==> src/rtl/data_writer.sv <==
// Stream-to-BRAM writer: accepts N words over valid/ready and writes them to addresses 0..N-1.
// Optional macro DATA_WRITER_CHECKSUM_EN adds a running checksum_o of the written words.
module data_writer #(
  parameter int DWIDTH    = 32,
  parameter int CNT_WIDTH = 7,
  parameter int MEM_SIZE  = 100
) (
  input  logic                 clk,
  input  logic                 rst,
  input  logic                 start_i,
  input  logic [CNT_WIDTH-1:0] cnt_val_i,
  input  logic                 s_valid_i,
  input  logic [DWIDTH-1:0]    s_data_i,
  output logic                 s_ready_o,
  output logic [CNT_WIDTH-1:0] addr_o,
  output logic                 ce_o,
  output logic                 we_o,
  output logic [DWIDTH-1:0]    d_o,
  output logic                 idle_o,
  output logic                 run_o,
  output logic                 done_o
`ifdef DATA_WRITER_CHECKSUM_EN
  ,
  output logic [DWIDTH-1:0]    checksum_o
`endif
);

  typedef enum logic [1:0] {
    IDLE = 2'd0,
    RUN  = 2'd1,
    DONE = 2'd2
  } state_t;

  // One extra bit so MEM_SIZE == 2**CNT_WIDTH still compares correctly.
  localparam logic [CNT_WIDTH:0] MEM_SIZE_W = (CNT_WIDTH+1)'(MEM_SIZE);

  state_t               state_q, state_d;
  logic [CNT_WIDTH-1:0] n_q, n_d;
  logic [CNT_WIDTH-1:0] wr_cnt_q, wr_cnt_d;
  logic                 ce_q, ce_d;
  logic [CNT_WIDTH-1:0] addr_q, addr_d;
  logic [DWIDTH-1:0]    d_q, d_d;

  logic [CNT_WIDTH-1:0] n_start;
  logic                 hs;
  logic                 last_word;
  logic                 start_acc;

  assign n_start   = ({1'b0, cnt_val_i} > MEM_SIZE_W) ? MEM_SIZE_W[CNT_WIDTH-1:0] : cnt_val_i;
  assign s_ready_o = (state_q == RUN);
  assign hs        = s_valid_i & s_ready_o;
  assign last_word = (wr_cnt_q == n_q - CNT_WIDTH'(1));
  assign start_acc = (state_q == IDLE) & start_i;

  always_comb begin
    state_d  = state_q;
    n_d      = n_q;
    wr_cnt_d = wr_cnt_q;
    ce_d     = 1'b0;
    addr_d   = addr_q;
    d_d      = d_q;
    case (state_q)
      IDLE: begin
        if (start_i) begin
          n_d      = n_start;
          wr_cnt_d = '0;
          state_d  = (n_start == '0) ? DONE : RUN;
        end
      end
      RUN: begin
        if (hs) begin
          ce_d     = 1'b1;
          addr_d   = wr_cnt_q;
          d_d      = s_data_i;
          wr_cnt_d = wr_cnt_q + CNT_WIDTH'(1);
          if (last_word) state_d = DONE;
        end
      end
      DONE:    state_d = IDLE;
      default: state_d = IDLE;
    endcase
  end

  always_ff @(posedge clk) begin
    if (rst) begin
      state_q  <= IDLE;
      n_q      <= '0;
      wr_cnt_q <= '0;
      ce_q     <= 1'b0;
      addr_q   <= '0;
      d_q      <= '0;
    end else begin
      state_q  <= state_d;
      n_q      <= n_d;
      wr_cnt_q <= wr_cnt_d;
      ce_q     <= ce_d;
      addr_q   <= addr_d;
      d_q      <= d_d;
    end
  end

  assign ce_o   = ce_q;
  assign we_o   = ce_q;
  assign addr_o = addr_q;
  assign d_o    = d_q;
  assign idle_o = (state_q == IDLE);
  assign run_o  = (state_q == RUN);
  assign done_o = (state_q == DONE);

`ifdef DATA_WRITER_CHECKSUM_EN
  logic [DWIDTH-1:0] cks_q, cks_d;

  // Summed at the handshake so the total already includes the word on the port.
  always_comb begin
    cks_d = cks_q;
    if (start_acc)
      cks_d = '0;
    else if (hs)
      cks_d = cks_q + s_data_i;
  end

  always_ff @(posedge clk) begin
    if (rst) cks_q <= '0;
    else     cks_q <= cks_d;
  end

  assign checksum_o = cks_q;
`else
  logic unused_start_acc;
  assign unused_start_acc = start_acc;
`endif

endmodule

==> config.mk <==
export PLATFORM = sky130hd
export DESIGN_NAME = data_writer
export DESIGN_NICKNAME = d
export VERILOG_FILES = /design/src/rtl/data_writer.sv
export SDC_FILE = /design/constraint.sdc
export NUM_CORES = 1
export LEC_CHECK = 0
export ABC_AREA = 1
export BUFFER_PORTS_ARGS = -buffer_cell sky130_fd_sc_hd__buf_2
export CORE_ASPECT_RATIO = 1.25
export CORE_MARGIN = 2
export CORE_UTILIZATION = 39
export DETAILED_ROUTE_END_ITERATION = 12
export GPL_ROUTABILITY_DRIVEN = 0
export HOLD_SLACK_MARGIN = 0.1
export PLACE_DENSITY = 0.66
export SETUP_SLACK_MARGIN = 0.1
export SYNTH_ARGS = -nofsm -noshare
export SYNTH_HDL_FRONTEND = slang
export SYNTH_SLANG_ARGS = --single-unit
==> constraint.sdc <==
create_clock -name clk -period 1.8 [get_ports clk]
set_input_delay 0 -clock clk [delete_from_list [all_inputs] [get_ports clk]]
set_output_delay 0 -clock clk [all_outputs]
set_load 0.005 [all_outputs]
==> qor.txt, run 1 <==
sequential power share -> 0.533
reg2reg start -> n_q[0]$_SDFFE_PP0P_
NetSw -> 0.000701 W
I/O pins -> 88
Power Density -> 746 nW/um^2
TritonRoute pass-1 iters -> 6
Area contributors post-synth -> dfxtp_1, nand2_1, a21oi_1
worst hold start -> s_data_i[26]
delay-heaviest family, CP -> simple AND/OR/NAND/NOR gates
Async S/R FF share, synth -> 0
crit path cell chain -> inv_1 > ha_1 > nand2_1 > nor2_1 > nand3_1 > nand2_1 > nand2_1 > nor2_1 > nand2_1 > nand2_1 > a21oi_1
Peak VDD IR -> 447 uV
Critical Path Start Type -> register
routed len/inst -> 12.0 um
Mapped Nets -> 369
CORE AREA -> 5780 um^2
flop-to-flop setup slack -> 0.30 ns
row count -> 31
worst min-delay path class -> in2reg
final instance area -> 3350 um^2
max_cap viols -> 0
status -> completed
Global Route Usage Sum -> 0.198
Syn Inst Count -> 324
reg2reg path depth -> 11
Switching Share -> 0.281
largest net degree at the start of global routing -> 40
Critical Path RT -> 1.99 ns
DP HPWL -> 4050 um
share of cells above drive strength 1 -> 0.241
placed inst area -> 2820 um^2
most frequent cells after synthesis -> nand2_1, dfxtp_1, a21oi_1, inv_1, nor2_1
Layout area overhead -> 43.2%
pre-CTS setup slack -> 0.258 ns
critical path data arrival time -> 1.69 ns
CTS max path bufs -> 2
worst path bufs/invs -> 1
Clock Skews -> 0.00706 ns
P_int -> 0.00180 W
Cell variety after synth -> 27
largest area contributor in the netlist -> dfxtp_1
FF+latch count, synth -> 56
met3 Use GR -> 0.0580
slowest cell delay on critical path -> 0.34 ns
RSZ-0062 raised after global routing -> false
Synth Area in Compound Gates -> 0.142
Final Hold Viols -> 0
Crit. End Element -> register
main combinational cell family by area after synthesis -> simple AND/OR/NAND/NOR gates
Hold WS -> 0.464 ns
setup violators final -> 0
clock latency on the worst-skew pair -> 0.32 ns
Post-DRT Antenna Nets -> 0
CP Max Fanout -> 4
GR Util met2 -> 0.357
WHS Endpoint -> d_o[26]$_SDFFE_PP0P_
cts bufs inserted -> 5
die width -> 73.2 um
Die H -> 90.6 um
H-Tree Depth -> 2
Synth Area in Adders -> 0.0107
final net count -> 496
FMAX -> 667 MHz
final wirelength -> 6200 um
Ys Warns -> 0
mapped cell area -> 2340 um^2
CTS Root Cell -> clkbuf_8
first-pass GRT wire length -> 10,600 um
Synth Area in XOR/XNOR -> 0.00375
Final Max Tran Viols -> 0
post-synthesis mux area share -> 0
Slew HR -> 0.711
CTS tree -> done
Fin Setup TNS -> 0 ns
most frequent CP cell -> nand2_1
Residual DRC -> 0
Worst R2R End -> state_q[0]$_SDFFE_PP0P_
Initial DRC Count -> 82
CP max-delay cell -> dfxtp_2
Synth top area share -> 0.480
vias in the first global route -> 2,467
ant diodes -> 0
Slew @ Worst Pin -> 0.432 ns
most numerous cell in the Yosys netlist -> nand2_1
EDFF count, synth -> 0
hold depth -> 4
Clock Power Share -> 0.289
sequential-to-total area share from yosys stat -> 0.480
total die area -> 6630 um^2
Clock transition at path regs -> 0.11 ns
minimum clock period after layout -> 1.50 ns
WS Path Type -> reg2reg
post-route clock period utilization -> 0.833
via count -> 2,474
clock sink count -> 56
syn_area_per_cell -> 7.21 um^2
Initial Util -> 0.404
initial antenna violation count -> 0
PortBufs -> 87
grt peak-use layer -> met2
Vias per Instance -> 4.78
Gate power share -> 0.178
fin worst setup slack -> 0.301 ns
Post-Synth Simple-Gate Area -> 0.289
grt total ovfl -> 0
ys flop type -> dfxtp_1
met1 Track Usage GR -> 0.213
leakage power -> 1.55 nW
## worst max-delay path by stage
stage	depth (start not counted)	start	slack (ns)	to
3_5_place_dp	12	n_q[0]$_SDFFE_PP0P_	0.26	state_q[0]$_SDFFE_PP0P_
3_3_place_gp	12	n_q[0]$_SDFFE_PP0P_	0.30	state_q[0]$_SDFFE_PP0P_
2_1_floorplan	12	n_q[0]$_SDFFE_PP0P_	0.38	state_q[0]$_SDFFE_PP0P_
6_report	11	n_q[0]$_SDFFE_PP0P_	0.30	state_q[0]$_SDFFE_PP0P_
5_1_grt	12	n_q[0]$_SDFFE_PP0P_	0.10	state_q[0]$_SDFFE_PP0P_
4_1_cts	12	n_q[0]$_SDFFE_PP0P_	0.24	state_q[0]$_SDFFE_PP0P_
## area by class of cell
| type | instances | area [um^2] |
|---|---|---|
| multi-input cells | 228 | 1040 |
| repair buffers | 134 | 906 |
| fillers | 522 | 2430 |
| flip-flops and latches | 56 | 1120 |
| clock buffers | 5 | 68.8 |
| clock inverters | 3 | 27.5 |
| inverters | 26 | 97.6 |
| well taps | 66 | 82.6 |
## tightest hold or removal path: stages
cell	delay, ns
dlygate4sd3_1	0.52
buf_2	0.12
nand2_1	0.05
a21oi_1	0.05
## kinds of logic after synthesis
group                    count (synthesis)
flip-flops                              56
AND/OR/NAND/NOR                        161
adder cells (fa/ha/maj)                  2
XOR/XNOR                                 1
buffers and inverters                   40
AO/OA/AOI/OAI                           64
## power groups by stage
| stage | Sequential, W | Combinational [W] | Clock [W] |
|---|---|---|---|
| detailed placement | 0.00136 | 0.000370 | 0 |
| floorplan | 0.00136 | 0.000221 | 0 |
| global route | 0.00134 | 0.000504 | 0.000801 |
| finish | 0.00133 | 0.000445 | 0.000723 |
| CTS | 0.00133 | 0.000441 | 0.000754 |
| global placement | 0.00136 | 0.000366 | 0 |
## through the flow
step	util	total power (W)	instances
4_1_cts	0.578	0.00253	517
3_3_place_gp	0.488	0.00172	467
6_report	0.579	0.00250	518
2_1_floorplan	-	0.00158	324
3_5_place_dp	0.488	0.00173	467
5_1_grt	0.579	0.00264	518
## metal layers
layer / vias up / part of all wire
li1: 1288 / -
met5: - / 0
met3: 10 / 0.064
met1: 1114 / 0.42
met2: 62 / 0.50
met4: 0 / 0.018
## cell usage in the layout, fill, tap and decap left out, types with 4 or more instances in the layout
cell / n
inv_1: 24
clkbuf_8: 5
nor3_1: 4
a21oi_1: 47
nand2_1: 115
buf_4: 4
o21ai_0: 10
dfxtp_1: 55
dlygate4sd3_1: 42
o22ai_1: 4
nor2_1: 19
nand3_1: 12
buf_2: 87
## state kept, by name, indices dropped and copies added, names as in the netlist
signal and cells:
addr_o 7, ce_o 1, d_o 32, n_q 7
state_q 2, wr_cnt_q 7
## repair_timing
action,in CTS,in global routing
resized for setup,0,2
hold endpoints to repair,47,0
setup endpoints to repair,0,2
setup buffers,0,1
hold buffers,42,0
(Power assumes the default switching activity.)
==> inputs of run 2 (changes only) <==
Clock period 1.8 ns to 1.4 ns, I/O delays scaled along.
==> run 2 against run 1 <==
The run now ends with hold timing left. Sequential share of layout area is 1.3 points lower. Sequential cell count stayed put. Total power up 38%. Worst hold slack worse by 0.52 ns. Clock skew is 0.0017 ns higher. Fmax is 10% higher. Global-route usage is 0.16 points lower. Critical path depth rose by 1. Count of clock-buffer cells in the layout unchanged. Design area up 4.8%. Largest cell class unchanged. Highest routed layer unchanged.
==> qor.txt, run 2 (synthesis gave the netlist of run 1 again) <==
setup violators final -> 0 (unchanged)
slowest cell delay on critical path -> 0.35 ns (about the same)
CORE AREA -> 5780 um^2 (unchanged)
CP max-delay cell -> dfxtp_2
share of cells above drive strength 1 -> 0.297 (+0.0560)
WS Path Type -> reg2reg
Slew @ Worst Pin -> 0.347 ns (-0.0844 ns)
critical path data arrival time -> 1.57 ns (-0.12 ns)
minimum clock period after layout -> 1.36 ns (-0.139 ns)
Vias per Instance -> 4.79 (+0.28%)
die width -> 73.2 um (unchanged)
most frequent CP cell -> nand2_1
CP Max Fanout -> 2 (-2)
PortBufs -> 87 (unchanged)
final core utilization -> 0.607 (+0.0279)
failing checks -> hold timing
status -> complete, but fails checks
P_int -> 0.00253 W (+41%)
flop-to-flop setup slack -> 0.04 ns (-0.26 ns)
FMAX -> 735 MHz (+10%)
post-route clock period utilization -> 0.971 (+0.138)
Power Density -> 980 nW/um^2 (+31%)
grt total ovfl -> 0 (unchanged)
Residual DRC -> 0 (unchanged)
vias in the first global route -> 2,354 (-4.6%)
Gate power share -> 0.184 (+0.006)
worst min-delay path class -> in2reg
Layout area overhead -> 50.1%
total die area -> 6630 um^2 (unchanged)
Initial DRC Count -> 88 (+7.3%)
Post-DRT Antenna Nets -> 0 (unchanged)
CTS Root Cell -> clkbuf_8
Final Max Tran Viols -> 0 (unchanged)
DP HPWL -> 4260 um (+5.1%)
largest net degree at the start of global routing -> 36 (-10%)
TritonRoute pass-1 iters -> 4 (-2)
Global Route Usage Sum -> 0.196 (-0.00163)
first-pass GRT wire length -> 10,400 um (-1.4%)
Switching Share -> 0.265 (-0.0156)
Initial Util -> 0.404 (unchanged)
worst path bufs/invs -> 2 (+1)
max_cap viols -> 0 (unchanged)
hold buffers post-CTS -> 41 (-2.4%)
Clock Skews -> 0.00876 ns (+0.00170 ns)
Clock Power Share -> 0.317 (+0.028)
leakage power -> 1.61 nW (+4.1%)
via count -> 2,524 (+2.0%)
CTS tree -> done
Critical Path RT -> 1.61 ns (-0.38 ns)
ant diodes -> 0 (unchanged)
Clock transition at path regs -> 0.11 ns (about the same)
crit path cell chain -> inv_2 > ha_4 > nand2_1 > inv_1 > nor2_1 > nand2_1 > nor2_1 > nand2_1 > nor2_1 > nand2_1 > nand2_1 > a21oi_1
sequential power share -> 0.499 (-0.034)
Filler cells -> 503 (-3.6%)
most common cell after layout, fill and taps aside -> nand2_1
H-Tree Depth -> 2 (unchanged)
I/O pins -> 88 (unchanged)
final net count -> 505 (+1.8%)
RSZ-0062 raised after global routing -> true
Peak VDD IR -> 657 uV (+47%)
cts bufs inserted -> 5 (unchanged)
Hold WS -> -0.0604 ns (-0.524 ns)
Final Hold Viols -> 5 (+5)
Crit. End Element -> register
delay-heaviest family, CP -> simple AND/OR/NAND/NOR gates
clock latency on the worst-skew pair -> 0.31 ns (about the same)
Critical Path Start Type -> register
final wirelength -> 6500 um (+4.8%)
NetSw -> 0.000912 W (+30%)
commonest cells after routing, fill and taps aside -> nand2_1, buf_2, dfxtp_1
max reg flops -> 32 (unchanged)
row count -> 31 (unchanged)
clock sink count -> 56 (unchanged)
routed len/inst -> 12.3 um (+3.0%)
Die H -> 90.6 um (unchanged)
Slew HR -> 0.768 (+0.0570)
initial antenna violation count -> 0 (unchanged)
final total power -> 0.00344 W (+38%)
CTS max path bufs -> 2 (unchanged)
run 2: cell types whose count changed in the layout (fill, tap and decap cells not counted), moves of 2 or more:
cell     change
dfxtp_1      -6
nand2_1      -2
nand2_2      +2
buf_4        +8
nor2_1       -4
inv_4        +2
dfxtp_2      +5
inv_1        -2
nor2_2       +3
run 2: timing repair:
item | in CTS | in global routing
buffers inserted | 3 | 4
endpoints found under the hold margin | 46 | 5
resized for setup | 4 | 18
pin swaps | 3 | 3
setup endpoints to repair | 2 | 48
run 2: power by group through the flow:
stage	clock [W]	sequential [W]	combinational, W
5_1_grt	0.00117	0.00173	0.000703
6_report	0.00109	0.00172	0.000632
4_1_cts	0.00112	0.00171	0.000602
3_3_place_gp	0	0.00175	0.000496
3_5_place_dp	0	0.00175	0.000505
2_1_floorplan	0	0.00175	0.000289
run 2: final cells by class:
type / instances / area [um^2] / area share
flip-flops and latches: 56 / 1130 / 0.323
well taps: 66 / 82.6 / 0.0235
multi-input cells: 228 / 1090 / 0.310
repair buffers: 143 / 987 / 0.281
inverters: 26 / 103 / 0.0292
clock buffers: 5 / 68.8 / 0.0196
clock inverters: 3 / 46.3 / 0.0132
run 2: worst paths after layout:
path / from / to / cells past startpoint
min: rst / state_q[0]$_SDFFE_PP0P_ / 2
max reg2reg: n_q[0]$_SDFFE_PP0P_ / state_q[0]$_SDFFE_PP0P_ / 12
min reg2reg: d_o[0]$_SDFFE_PP0P_ / d_o[0]$_SDFFE_PP0P_ / 2
max: n_q[0]$_SDFFE_PP0P_ / state_q[0]$_SDFFE_PP0P_ / 12
run 2: per-stage QoR:
stage / std cells / hold slack, ns / setup WS [ns] / TNS [ns] / instance area (um^2)
after floorplan: 324 / 0.139 / 0.0983 / 0 / 2350
after global placement: 471 / 0.247 / 0.0163 / 0 / 2880
after detailed placement: 471 / 0.253 / -0.0646 / -0.0828 / 2880
after CTS: 523 / -0.0574 / 0.0313 / 0 / 3430
after global routing: 527 / -0.0405 / -0.150 / -0.240 / 3510
final: 527 / -0.0604 / 0.0400 / 0 / 3510
run 2: metal layers:
metal / wire [um] / share of wire / vias up / GRT usage
met4: 98 / 0.015 / 0 / 0.0586
met5: 0 / 0 / - / 0
li1: - / - / 1310 / -
met1: 2790 / 0.43 / 1127 / 0.237
met3: 370 / 0.057 / 9 / 0.0424
met2: 3250 / 0.50 / 78 / 0.341
